## config.mk

```make
export PLATFORM = sky130hd
export DESIGN_NAME = conv1d_requant_flat
export DESIGN_NICKNAME = d
export VERILOG_FILES = /design/src/rtl/conv1d_requant_if.sv /design/src/rtl/conv1d_requant.sv /design/src/flat_wrapper.sv
export SDC_FILE = /design/constraint.sdc
export NUM_CORES = 2
export LEC_CHECK = 0
export CELL_PAD_IN_SITES_DETAIL_PLACEMENT = 1
export CELL_PAD_IN_SITES_GLOBAL_PLACEMENT = 1
export CORE_MARGIN = 3
export CORE_UTILIZATION = 30
export DETAILED_ROUTE_END_ITERATION = 8
export GPL_TIMING_DRIVEN = 0
export PLACE_DENSITY_LB_ADDON = 0.1
export SLEW_MARGIN = 20
export SYNTH_ARGS = -nofsm -noshare
export SYNTH_HDL_FRONTEND = slang
export SYNTH_SLANG_ARGS = --single-unit
```

## constraint.sdc

```tcl
create_clock -name clk -period 17.2 [get_ports clk]
set_clock_uncertainty 0.1 [all_clocks]
set_input_delay 2.58 -clock clk [delete_from_list [all_inputs] [get_ports clk]]
set_output_delay 2.58 -clock clk [all_outputs]
set_load 0.03 [all_outputs]
```

## src/rtl/conv1d_requant_if.sv

```systemverilog
// Handshake and config bus between the conv1d accumulator stream, the
// requantization stage and the CFU response path.
interface conv1d_requant_if #(
    parameter int INT32_SIZE = 32,
    parameter int BYTE_SIZE  = 8
);
    logic                  cfg_we;
    logic [2:0]            cfg_sel;
    logic [INT32_SIZE-1:0] cfg_data;
    logic                  in_valid;
    logic                  in_ready;
    logic [INT32_SIZE-1:0] in_acc;
    logic                  out_valid;
    logic                  out_ready;
    logic [BYTE_SIZE-1:0]  out_data;
    logic                  busy;
    logic                  cfg_err;

    modport master (
        output cfg_we, cfg_sel, cfg_data, in_valid, in_acc, out_ready,
        input  in_ready, out_valid, out_data, busy, cfg_err
    );

    modport slave (
        input  cfg_we, cfg_sel, cfg_data, in_valid, in_acc, out_ready,
        output in_ready, out_valid, out_data, busy, cfg_err
    );
endinterface

```

## src/rtl/conv1d_requant.sv

```systemverilog
// Int32 accumulator -> int8 requantization: bias, TFLite-style fixed-point
// multiply/shift, output offset and activation clamp, as a stallable pipe.
module conv1d_requant #(
    parameter int INT32_SIZE = 32,
    parameter int BYTE_SIZE  = 8
) (
    input  logic              clk,
    input  logic              rst_n,
    conv1d_requant_if.slave   bus
);
    localparam int W      = INT32_SIZE;
    localparam int B      = BYTE_SIZE;
    localparam int SW     = $clog2(W) + 1;
    localparam int STAGES = 4;

    typedef logic signed [W-1:0]   word_t;
    typedef logic signed [2*W-1:0] dword_t;
    typedef logic signed [W:0]     wide_t;

    localparam word_t  WMIN      = {1'b1, {(W-1){1'b0}}};
    localparam word_t  WMAX      = {1'b0, {(W-1){1'b1}}};
    localparam word_t  SHMAX     = word_t'(W - 1);
    localparam word_t  SHMIN     = word_t'(1 - W);
    localparam dword_t ONE2      = dword_t'(1);
    localparam dword_t NUDGE_POS = {{(W+1){1'b0}}, 1'b1, {(W-2){1'b0}}};
    localparam dword_t NUDGE_NEG = ONE2 - NUDGE_POS;
    localparam wide_t  QMAX      = wide_t'((2**(B-1)) - 1);
    localparam wide_t  QMIN      = wide_t'(-(2**(B-1)));

    // Configuration registers
    word_t                bias_q, mult_q, offset_q, amin_q, amax_q;
    logic signed [SW-1:0] shift_q;
    logic                 cfg_err_q;

    // Pipeline: [0] input capture, [1..4] S1..S4 results
    logic [STAGES:0]      vld_pipe_q;
    word_t                acc_q;
    word_t                x_q, x_d;
    logic [SW-2:0]        left_q, left_d, rsh1_q, rsh1_d, rsh2_q;
    word_t                z_q, z_d;
    word_t                r_q, r_d;
    logic [B-1:0]         out_q, out_d;

    logic  adv, in_fire, busy, cfg_ok;
    word_t cfg_val;

    assign adv     = !vld_pipe_q[STAGES] || bus.out_ready;
    assign in_fire = bus.in_valid && adv;
    assign busy    = |vld_pipe_q;
    assign cfg_ok  = bus.cfg_we && !busy && !in_fire;
    assign cfg_val = $signed(bus.cfg_data);

    assign bus.in_ready  = adv;
    assign bus.out_valid = vld_pipe_q[STAGES];
    assign bus.out_data  = out_q;
    assign bus.busy      = busy;
    assign bus.cfg_err   = cfg_err_q;

    always_ff @(posedge clk or negedge rst_n) begin
        if (!rst_n) begin
            bias_q    <= '0;
            mult_q    <= word_t'(32'h4000_0000);
            shift_q   <= '0;
            offset_q  <= '0;
            amin_q    <= word_t'(QMIN);
            amax_q    <= word_t'(QMAX);
            cfg_err_q <= 1'b0;
        end else if (cfg_ok) begin
            case (bus.cfg_sel)
                3'd0: bias_q   <= cfg_val;
                3'd1: mult_q   <= cfg_val;
                3'd2: begin
                    if (cfg_val > SHMAX)      shift_q <= SW'(W - 1);
                    else if (cfg_val < SHMIN) shift_q <= SW'(1 - W);
                    else                      shift_q <= cfg_val[SW-1:0];
                end
                3'd3: offset_q <= cfg_val;
                3'd4: amin_q   <= cfg_val;
                3'd5: amax_q   <= cfg_val;
                default: ;
            endcase
        end else if (bus.cfg_we) begin
            cfg_err_q <= 1'b1;
        end
    end

    // S1: bias add and split of the signed shift into left/right amounts
    logic signed [SW-1:0] neg_shift;
    always_comb begin
        neg_shift = -shift_q;
        x_d       = acc_q + bias_q;
        left_d    = shift_q[SW-1] ? '0 : shift_q[SW-2:0];
        rsh1_d    = shift_q[SW-1] ? neg_shift[SW-2:0] : '0;
    end

    // S2: wrapping left shift then saturating rounding doubling high multiply
    word_t  y;
    dword_t prod, sum, quot;
    always_comb begin
        y    = x_q << left_q;
        prod = dword_t'(y) * dword_t'(mult_q);
        sum  = prod + (prod[2*W-1] ? NUDGE_NEG : NUDGE_POS);
        // Divide by 2^(W-1) truncating toward zero, not flooring
        quot = (sum >>> (W-1)) +
               ((sum[2*W-1] && (sum[W-2:0] != '0)) ? ONE2 : '0);
        z_d  = ((y == WMIN) && (mult_q == WMIN)) ? WMAX : quot[W-1:0];
    end

    // S3: rounding divide by 2^right, ties away from zero
    logic [W-1:0] mask, rem, thr;
    always_comb begin
        mask = (W'(1) << rsh2_q) - W'(1);
        rem  = z_q & mask;
        thr  = (mask >> 1) + W'(z_q[W-1]);
        r_d  = (z_q >>> rsh2_q) + word_t'(rem > thr);
    end

    // S4: offset in W+1 bits, then act_min, act_max (last wins), int8 range
    wide_t s, lo, hi, c1, c2, c3;
    always_comb begin
        s    = $signed({r_q[W-1], r_q}) + $signed({offset_q[W-1], offset_q});
        lo   = $signed({amin_q[W-1], amin_q});
        hi   = $signed({amax_q[W-1], amax_q});
        c1   = (s < lo) ? lo : s;
        c2   = (c1 > hi) ? hi : c1;
        c3   = (c2 > QMAX) ? QMAX : ((c2 < QMIN) ? QMIN : c2);
        out_d = c3[B-1:0];
    end

    always_ff @(posedge clk or negedge rst_n) begin
        if (!rst_n) begin
            vld_pipe_q <= '0;
            acc_q      <= '0;
            x_q        <= '0;
            left_q     <= '0;
            rsh1_q     <= '0;
            z_q        <= '0;
            rsh2_q     <= '0;
            r_q        <= '0;
            out_q      <= '0;
        end else if (adv) begin
            vld_pipe_q <= {vld_pipe_q[STAGES-1:0], in_fire};
            if (in_fire) acc_q <= $signed(bus.in_acc);
            if (vld_pipe_q[0]) begin
                x_q    <= x_d;
                left_q <= left_d;
                rsh1_q <= rsh1_d;
            end
            if (vld_pipe_q[1]) begin
                z_q    <= z_d;
                rsh2_q <= rsh1_q;
            end
            if (vld_pipe_q[2]) r_q   <= r_d;
            if (vld_pipe_q[3]) out_q <= out_d;
        end
    end

    logic unused_ok;
    assign unused_ok = ^{quot[2*W-1:W], c3[W:B], neg_shift[SW-1]};
endmodule

```

## src/flat_wrapper.sv

```systemverilog
// flat-port wrapper written by rule: the top's interface ports become plain ports
module conv1d_requant_flat 
#(
    parameter int INT32_SIZE = 32,
    parameter int BYTE_SIZE  = 8
)
  (clk, rst_n, bus_cfg_we, bus_cfg_sel, bus_cfg_data, bus_in_valid, bus_in_acc, bus_out_ready, bus_in_ready, bus_out_valid, bus_out_data, bus_busy, bus_cfg_err);
  conv1d_requant_if #(.INT32_SIZE(INT32_SIZE), .BYTE_SIZE(BYTE_SIZE)) bus_i ();
  input  logic clk;
  input  logic rst_n;
  input wire logic [$bits(bus_i.cfg_we)-1:0] bus_cfg_we;
  input wire logic [$bits(bus_i.cfg_sel)-1:0] bus_cfg_sel;
  input wire logic [$bits(bus_i.cfg_data)-1:0] bus_cfg_data;
  input wire logic [$bits(bus_i.in_valid)-1:0] bus_in_valid;
  input wire logic [$bits(bus_i.in_acc)-1:0] bus_in_acc;
  input wire logic [$bits(bus_i.out_ready)-1:0] bus_out_ready;
  output wire logic [$bits(bus_i.in_ready)-1:0] bus_in_ready;
  output wire logic [$bits(bus_i.out_valid)-1:0] bus_out_valid;
  output wire logic [$bits(bus_i.out_data)-1:0] bus_out_data;
  output wire logic [$bits(bus_i.busy)-1:0] bus_busy;
  output wire logic [$bits(bus_i.cfg_err)-1:0] bus_cfg_err;
  assign bus_i.cfg_we = bus_cfg_we;
  assign bus_i.cfg_sel = bus_cfg_sel;
  assign bus_i.cfg_data = bus_cfg_data;
  assign bus_i.in_valid = bus_in_valid;
  assign bus_i.in_acc = bus_in_acc;
  assign bus_i.out_ready = bus_out_ready;
  assign bus_in_ready = bus_i.in_ready;
  assign bus_out_valid = bus_i.out_valid;
  assign bus_out_data = bus_i.out_data;
  assign bus_busy = bus_i.busy;
  assign bus_cfg_err = bus_i.cfg_err;
  conv1d_requant #(.INT32_SIZE(INT32_SIZE), .BYTE_SIZE(BYTE_SIZE)) u_core (.clk(clk), .rst_n(rst_n), .bus(bus_i));
endmodule
```

-- Word-level counts from Yosys, hierarchy flattened
Cells that the tools add are included.
- register bits: 323
- latch bits: 0
- bits in writable memories: 0
- memory bits (read-only): 0
- input bits: 72
- output and inout port bits: 12
- word-level logic and storage cells: 79
- memories: 0
- add/sub/neg operators: 8
- multipliers: 1
- div/mod/pow operators: 0
- $lt $le $gt $ge: 7
- equality and inequality tests: 7
- shift operators: 3
- mux-type cells: 11
- bitwise operators: 2
- reduce and logical (&&, ||, !) cells: 24
- operators by type and width (kind ; count):
    two-way mux 33 bit ; 2
    adder 32 bit ; 2
    adder 64 bit ; 1
    == test 32 bit, second input constant ; 2
    multiplier 32 x 32 -> 64 bit ; 1
    two-way mux 64 bit ; 1
    adder 32 x 32 -> 33 bit ; 1
    greater-than comparator 33 x 32 -> 1 bit ; 1
    greater-than comparator 33 x 8 -> 1 bit, second input constant ; 1
    less-than comparator 33 x 32 -> 1 bit ; 1
    less-than comparator 33 x 8 -> 1 bit, second input constant ; 1
    adder 31 x 32 -> 32 bit ; 1
    adder 32 x 2 -> 32 bit ; 1
    bitwise AND 32 bit ; 1
    greater-than comparator 32 bit ; 1
    greater-than comparator 32 x 6 -> 1 bit, second input constant ; 1
    less-than comparator 32 x 6 -> 1 bit, second input constant ; 1
    two-way mux 32 bit ; 1
    left shift 1 x 5 -> 32 bit, first input constant ; 1
    left shift 32 x 5 -> 32 bit ; 1
    >>> shifter 32 x 5 -> 32 bit ; 1
    subtractor 32 x 2 -> 32 bit, second input constant ; 1
    nonzero test 31 bit ; 1
    AND reduction 2 bit ; 12
    14 further kinds ; 25

-- Logic depth before layout (Yosys ltp)
- word-level depth: 9
- gate-level depth with buffers: 70
- depth with buffers taken out: 66

-- Least setup slack after synthesis
OpenSTA, ideal clock, no wires.
- path kind: register -> register
- start point: register u_core.left_q[0]
- end point: register u_core.z_q[26]
- library setup time: 0.121 ns
- arrival: 15.832 ns
- data required time: 16.979 ns
- slack: 1.147 ns
- stages on the path, launching flop included: 64
- buffers on the path: 8
- period minus slack after synthesis: 16.053 ns
- path through: dfrtp_1 -> clkbuf_1 -> buf_1 -> clkbuf_1 -> mux2i_1 -> mux2i_1 -> mux2_2 -> a21oi_1 -> mux2i_1 -> clkbuf_1 -> nand2_1 -> inv_1 -> fa_1 -> inv_1 -> fa_1 -> inv_1 -> fa_1 -> fa_1 -> [28 not listed] -> o211ai_1 -> a22oi_1 -> o21ai_0 -> a21o_1 -> a21oi_1 -> o21ai_0 -> a21oi_1 -> a41oi_1 -> ha_1 -> ha_1 -> and2_1 -> and2_1 -> nand3_1 -> or2_1 -> or3_4 -> nor4_2 -> xor2_1 -> o22a_1
- longest elaborated chain between the ends: 9
- elaborated cells between the ends (all ways): 11
- classes of those cells: add/sub: 2; mul: 1; eq/ne: 1; shift: 1; mux: 3; reduce/logical: 3
- RTL lines (element ; RTL line ; source):
    start, declared ; conv1d_requant.sv:39 ; logic [SW-2:0] left_q, left_d, rsh1_q, rsh1_d, rsh2_q;
    start signal, assigned ; conv1d_requant.sv:146 ; left_q <= left_d;
    left shift 32 x 5 -> 32 bit * ; conv1d_requant.sv:100 ; y = x_q << left_q;
    multiplier 32 x 32 -> 64 bit ; conv1d_requant.sv:101 ; prod = dword_t'(y) * dword_t'(mult_q);
    two-way mux 64 bit ; conv1d_requant.sv:102 ; sum = prod + (prod[2*W-1] ? NUDGE_NEG : NUDGE_POS);
    adder 64 bit ; conv1d_requant.sv:102 ;
    nonzero test 31 bit ; conv1d_requant.sv:105 ; ((sum[2*W-1] && (sum[W-2:0] != '0)) ? ONE2 : '0);
    logical AND 1 bit ; conv1d_requant.sv:105 ;
    two-way mux 1 bit ; conv1d_requant.sv:105 ;
    adder 32 bit ; conv1d_requant.sv:104 ; quot = (sum >>> (W-1)) +
    two-way mux 32 bit * ; conv1d_requant.sv:106 ; z_d = ((y == WMIN) && (mult_q == WMIN)) ? WMAX : quot[W-1:0];
    end signal, assigned ; conv1d_requant.sv:150 ; z_q <= z_d;
    end, declared ; conv1d_requant.sv:40 ; word_t z_q, z_d;
Every way passes the cells marked *; elsewhere a longest branch is shown, timed or not.
A chain may end at the register's enable or synchronous reset.

-- Worst setup path in the final report
Same ends and word-level chain as after synthesis.

==> impl_metrics.py <==
metrics = {
    "critical_path": {
        "cp_max_fo": 29,
        "critPathArrivalTime_ps": 16730,
        "timing.critical_path.slowest_stage_cell": "sky130_fd_sc_hd__fa_1",
        "path_class": "flop to flop",
        "timing.reg2reg.setup_slack_ps": 860,
        "worstRegToRegCells": 60,
        "timing.critical_path.slowest_cell_delay_ps": 610,
        "reg_to_reg_critical_path_startpoint": "u_core.left_q[0]$_DFFE_PN0P_",
        "critPathLaunchType": "flop",
        "critPathMostFrequentCell": "sky130_fd_sc_hd__fa_1",
        "regToRegEndpoint": "u_core.z_q[26]$_DFFE_PN0P_",
        "required_ps": 17580,
        "timing.critical_path.to_type": "flop",
    },
    "routing": {
        "route.top_layer_used": "met5",
        "viasPerCell": 5.12,
        "detail_route.first_pass.iterations": 5,
        "detail_route.wirelength.met1_mm": 125,
        "post_drt_wl_per_cell_um": 26.4,
        "remaining_drc_errors": 0,
        "ant_nets": 0,
        "met3_wirelength_mm": 12.6,
        "met2_length_mm": 121,
        "wirelength_mm": 265,
        "dr_total_vias": 51445,
        "drtIter0Drc": 3385,
    },
    "sta": {
        "period_needed_ps": 16340,
        "final.setup.worst_slack_ps": 855,
        "hold_viol": 0,
        "timing.final.setup_violations": 0,
        "worst-slew-pin-transition_ps": 1220,
        "slew_headroom": 0.190,
        "timing.fmax_mhz": 61.2,
        "hold_ws_ps": 356,
        "final_max_slew_viol_count": 0,
        "final_min_period_over_clock_period": 0.950,
    },
    "finish": {
        "layout.nets": 8751,
        "postLayoutCellArea_um2": 70300,
        "drive_above_1_share": 0.0892,
        "syn2layout_area_growth_pct": 10.5,
    },
    "synth": {
        "synthDistinctLibCells": 105,
        "post_synth_most_frequent_cells": "1192 x sky130_fd_sc_hd__inv_1, 1085 x sky130_fd_sc_hd__fa_1, 940 x sky130_fd_sc_hd__nand2_1",
        "synthesis.area_um2": 63600,
        "synth_edf_count": 0,
        "ys_async_sr_fraction": 1.00,
        "synth_fp_nets": 8606,
        "ys_seq_elements": 323,
        "postSynth.topFlopCell": "sky130_fd_sc_hd__dfrtp_1",
        "synth.top_cells.by_area": "sky130_fd_sc_hd__fa_1 34%, sky130_fd_sc_hd__dfrtp_1 11%, sky130_fd_sc_hd__ha_1 7.9%",
        "post-synth-top-area-cell": "sky130_fd_sc_hd__fa_1",
        "synth_most_common_cell": "sky130_fd_sc_hd__inv_1",
        "syn_area_per_cell_um2": 9.03,
        "synth_cells": 7046,
        "ys_warn_count": 0,
        "synth.yosys.seq_area_share": 0.128,
        "netlist.area_leader.share": 0.341,
    },
    "status": {
        "run_status": "completed",
    },
    "cts": {
        "number_of_sinks_driven_by_the_clock_tree": 323,
        "worst_skew_pair.late_latency_ps": 580,
        "cts.path.max_buffers": 3,
        "cts_inserted_buffers": 35,
        "hold_fix_buffers_cts": 0,
        "clkTransAtPathRegs_ps": 70,
        "cts-htree-levels": 2,
        "cts_root_buffer": "sky130_fd_sc_hd__clkbuf_16",
        "cts_tree": "yes",
    },
    "global_routing": {
        "grt_start_max_net_pins": 84,
        "first_global_vias": 55703,
        "antenna_found_initial": 39,
        "gr-usage-all-layers": 0.245,
        "first_pass_grt_wire_length_mm": 394,
        "grt_remaining_overflow": 0,
    },
    "min_path": {
        "worst_hold_path.endpoint": "u_core.bus.cfg_err$_DFFE_PN0P_",
        "min_path_cells": 1,
        "hold_start": "u_core.bus.cfg_err$_DFFE_PN0P_",
        "hold_class": "flop to flop",
    },
    "run": {
        "drv.max_cap_violation_count": 0,
    },
    "placed_design": {
        "port-buffer-count": 80,
        "post_dp_cell_area_um2": 68300,
        "place_congestion": 0.929,
        "dpl.hpwl_mm": 226,
        "detailedPlace.worstSlack_ps": -3930,
    },
    "floorplan": {
        "fp.dieW_um": 466,
        "design.die.area_um2": 218000,
        "core_region_area_um2": 210000,
        "count_of_pins_on_the_block_boundary": 84,
        "die_y_um": 466,
        "fp-row-count": 168,
        "initial_utilization": 0.303,
    },
}
## kinds of logic (layout without fill, tap and decap cells)
logic type / after synthesis / after routing / synth area share
other cells: 1 / 18 / 0.0000590
simple gates: 2149 / 2149 / 0.162
xor+xnor: 232 / 232 / 0.0319
flops: 323 / 323 / 0.128
compound gates: 942 / 942 / 0.0958
buf+inv: 1550 / 1722 / 0.0917
mux: 361 / 361 / 0.0701
fa+ha+maj: 1488 / 1488 / 0.421
## cells in the final DEF (no fill, tap or decap), types with 37 or more instances in the layout
cell | Yosys | final
sky130_fd_sc_hd__and2_1 | 404 | 402
sky130_fd_sc_hd__xnor2_1 | 161 | 161
sky130_fd_sc_hd__ha_1 | 403 | 400
sky130_fd_sc_hd__mux2_2 | 241 | 241
sky130_fd_sc_hd__and3_1 | 72 | 72
sky130_fd_sc_hd__clkbuf_1 | 326 | 232
sky130_fd_sc_hd__nand2b_1 | 45 | 45
sky130_fd_sc_hd__nand4_1 | 58 | 58
sky130_fd_sc_hd__xor2_1 | 71 | 71
sky130_fd_sc_hd__buf_4 | 2 | 39
sky130_fd_sc_hd__mux4_2 | 43 | 43
sky130_fd_sc_hd__clkdlybuf4s50_1 | 0 | 79
sky130_fd_sc_hd__a21o_1 | 100 | 100
sky130_fd_sc_hd__fa_1 | 1085 | 1081
sky130_fd_sc_hd__nand2_1 | 940 | 939
sky130_fd_sc_hd__nand3_1 | 87 | 86
sky130_fd_sc_hd__clkbuf_2 | 0 | 46
sky130_fd_sc_hd__o21ai_0 | 252 | 245
sky130_fd_sc_hd__clkbuf_16 | 0 | 37
sky130_fd_sc_hd__mux2i_1 | 76 | 65
sky130_fd_sc_hd__nor2b_1 | 50 | 49
sky130_fd_sc_hd__nor3_1 | 70 | 68
sky130_fd_sc_hd__nor2_1 | 291 | 285
sky130_fd_sc_hd__dfrtp_1 | 290 | 287
sky130_fd_sc_hd__a21oi_1 | 228 | 220
sky130_fd_sc_hd__inv_1 | 1192 | 1186
sky130_fd_sc_hd__a31oi_1 | 37 | 37
## through the flow
stage	util	setup TNS, ps	std cells
after floorplan	-	0	7046
after global placement	0.323	-643370	9931
after detailed placement	0.325	-95110	9945
after CTS	0.333	0	10015
after global routing	0.334	-29.8	10023
final	0.334	0	10040
## layout make-up
| type | instances | area [um^2] |
|---|---|---|
| Antenna cell | 17 | 42.5 |
| Buffer | 334 | 1530 |
| Clock buffer | 55 | 1070 |
| Clock inverter | 9 | 144 |
| Fill cell | 24403 | 140000 |
| Inverter | 1199 | 4520 |
| Multi-Input combinational cell | 5173 | 50100 |
| Sequential cell | 323 | 8130 |
| Tap cell | 2805 | 3510 |
| Timing Repair Buffer | 125 | 1300 |
## what timing repair did
item                                    in CTS  in global routing
setup buffers                               13                 18
resized for setup                          144                 86
pin swaps                                    6                  8
endpoints found under the setup margin      32                 20
## worst max path at each step
| stage | start | cells past startpoint | endpoint |
|---|---|---|---|
| finish | u_core.left_q[0]$_DFFE_PN0P_ | 60 | u_core.z_q[26]$_DFFE_PN0P_ |
| global route | u_core.left_q[0]$_DFFE_PN0P_ | 60 | u_core.z_q[26]$_DFFE_PN0P_ |
| CTS | u_core.left_q[1]$_DFFE_PN0P_ | 61 | u_core.z_q[26]$_DFFE_PN0P_ |
| detailed placement | u_core.left_q[0]$_DFFE_PN0P_ | 64 | u_core.z_q[26]$_DFFE_PN0P_ |
| global placement | u_core.left_q[0]$_DFFE_PN0P_ | 63 | u_core.z_q[26]$_DFFE_PN0P_ |
| floorplan | u_core.left_q[0]$_DFFE_PN0P_ | 63 | u_core.z_q[26]$_DFFE_PN0P_ |
## state kept, by name, summed over array words and instances, names as in the netlist
| signal | count |
|---|---|
| u_core.left_q | 5 |
| u_core.acc_q | 32 |
| u_core.mult_q | 32 |
| u_core.bias_q | 32 |
| u_core.shift_q | 6 |
| u_core.amax_q | 32 |
| u_core.bus.cfg_err | 1 |
| u_core.rsh1_q | 5 |
| u_core.r_q | 32 |
| u_core.z_q | 32 |
| u_core.x_q | 32 |
| u_core.bus.out_data | 8 |
| u_core.vld_pipe_q | 5 |
| u_core.amin_q | 32 |
| u_core.rsh2_q | 5 |
| u_core.offset_q | 32 |
## worst max-delay path, delay by kind of cell (launching register included)
kind                     cells  cell delay, ps
adder cells (fa/ha/maj)     12            5010
multiplexers                 4            1470
AO/OA/AOI/OAI               16            3690
buffers and inverters       13            2070
flip-flops                   1             470
AND/OR/NAND/NOR             14            3210
XOR/XNOR                     1             200
## layer usage
metal,vias up,GRT usage
li1,22785,-
met1,27404,0.356
met2,1048,0.394
met3,204,0.0274
met4,4,0.0509
met5,-,0
Power is left out: the tool's default activity adds up to more than one toggle a clock period on the data nets, which glitch-free logic cannot reach.
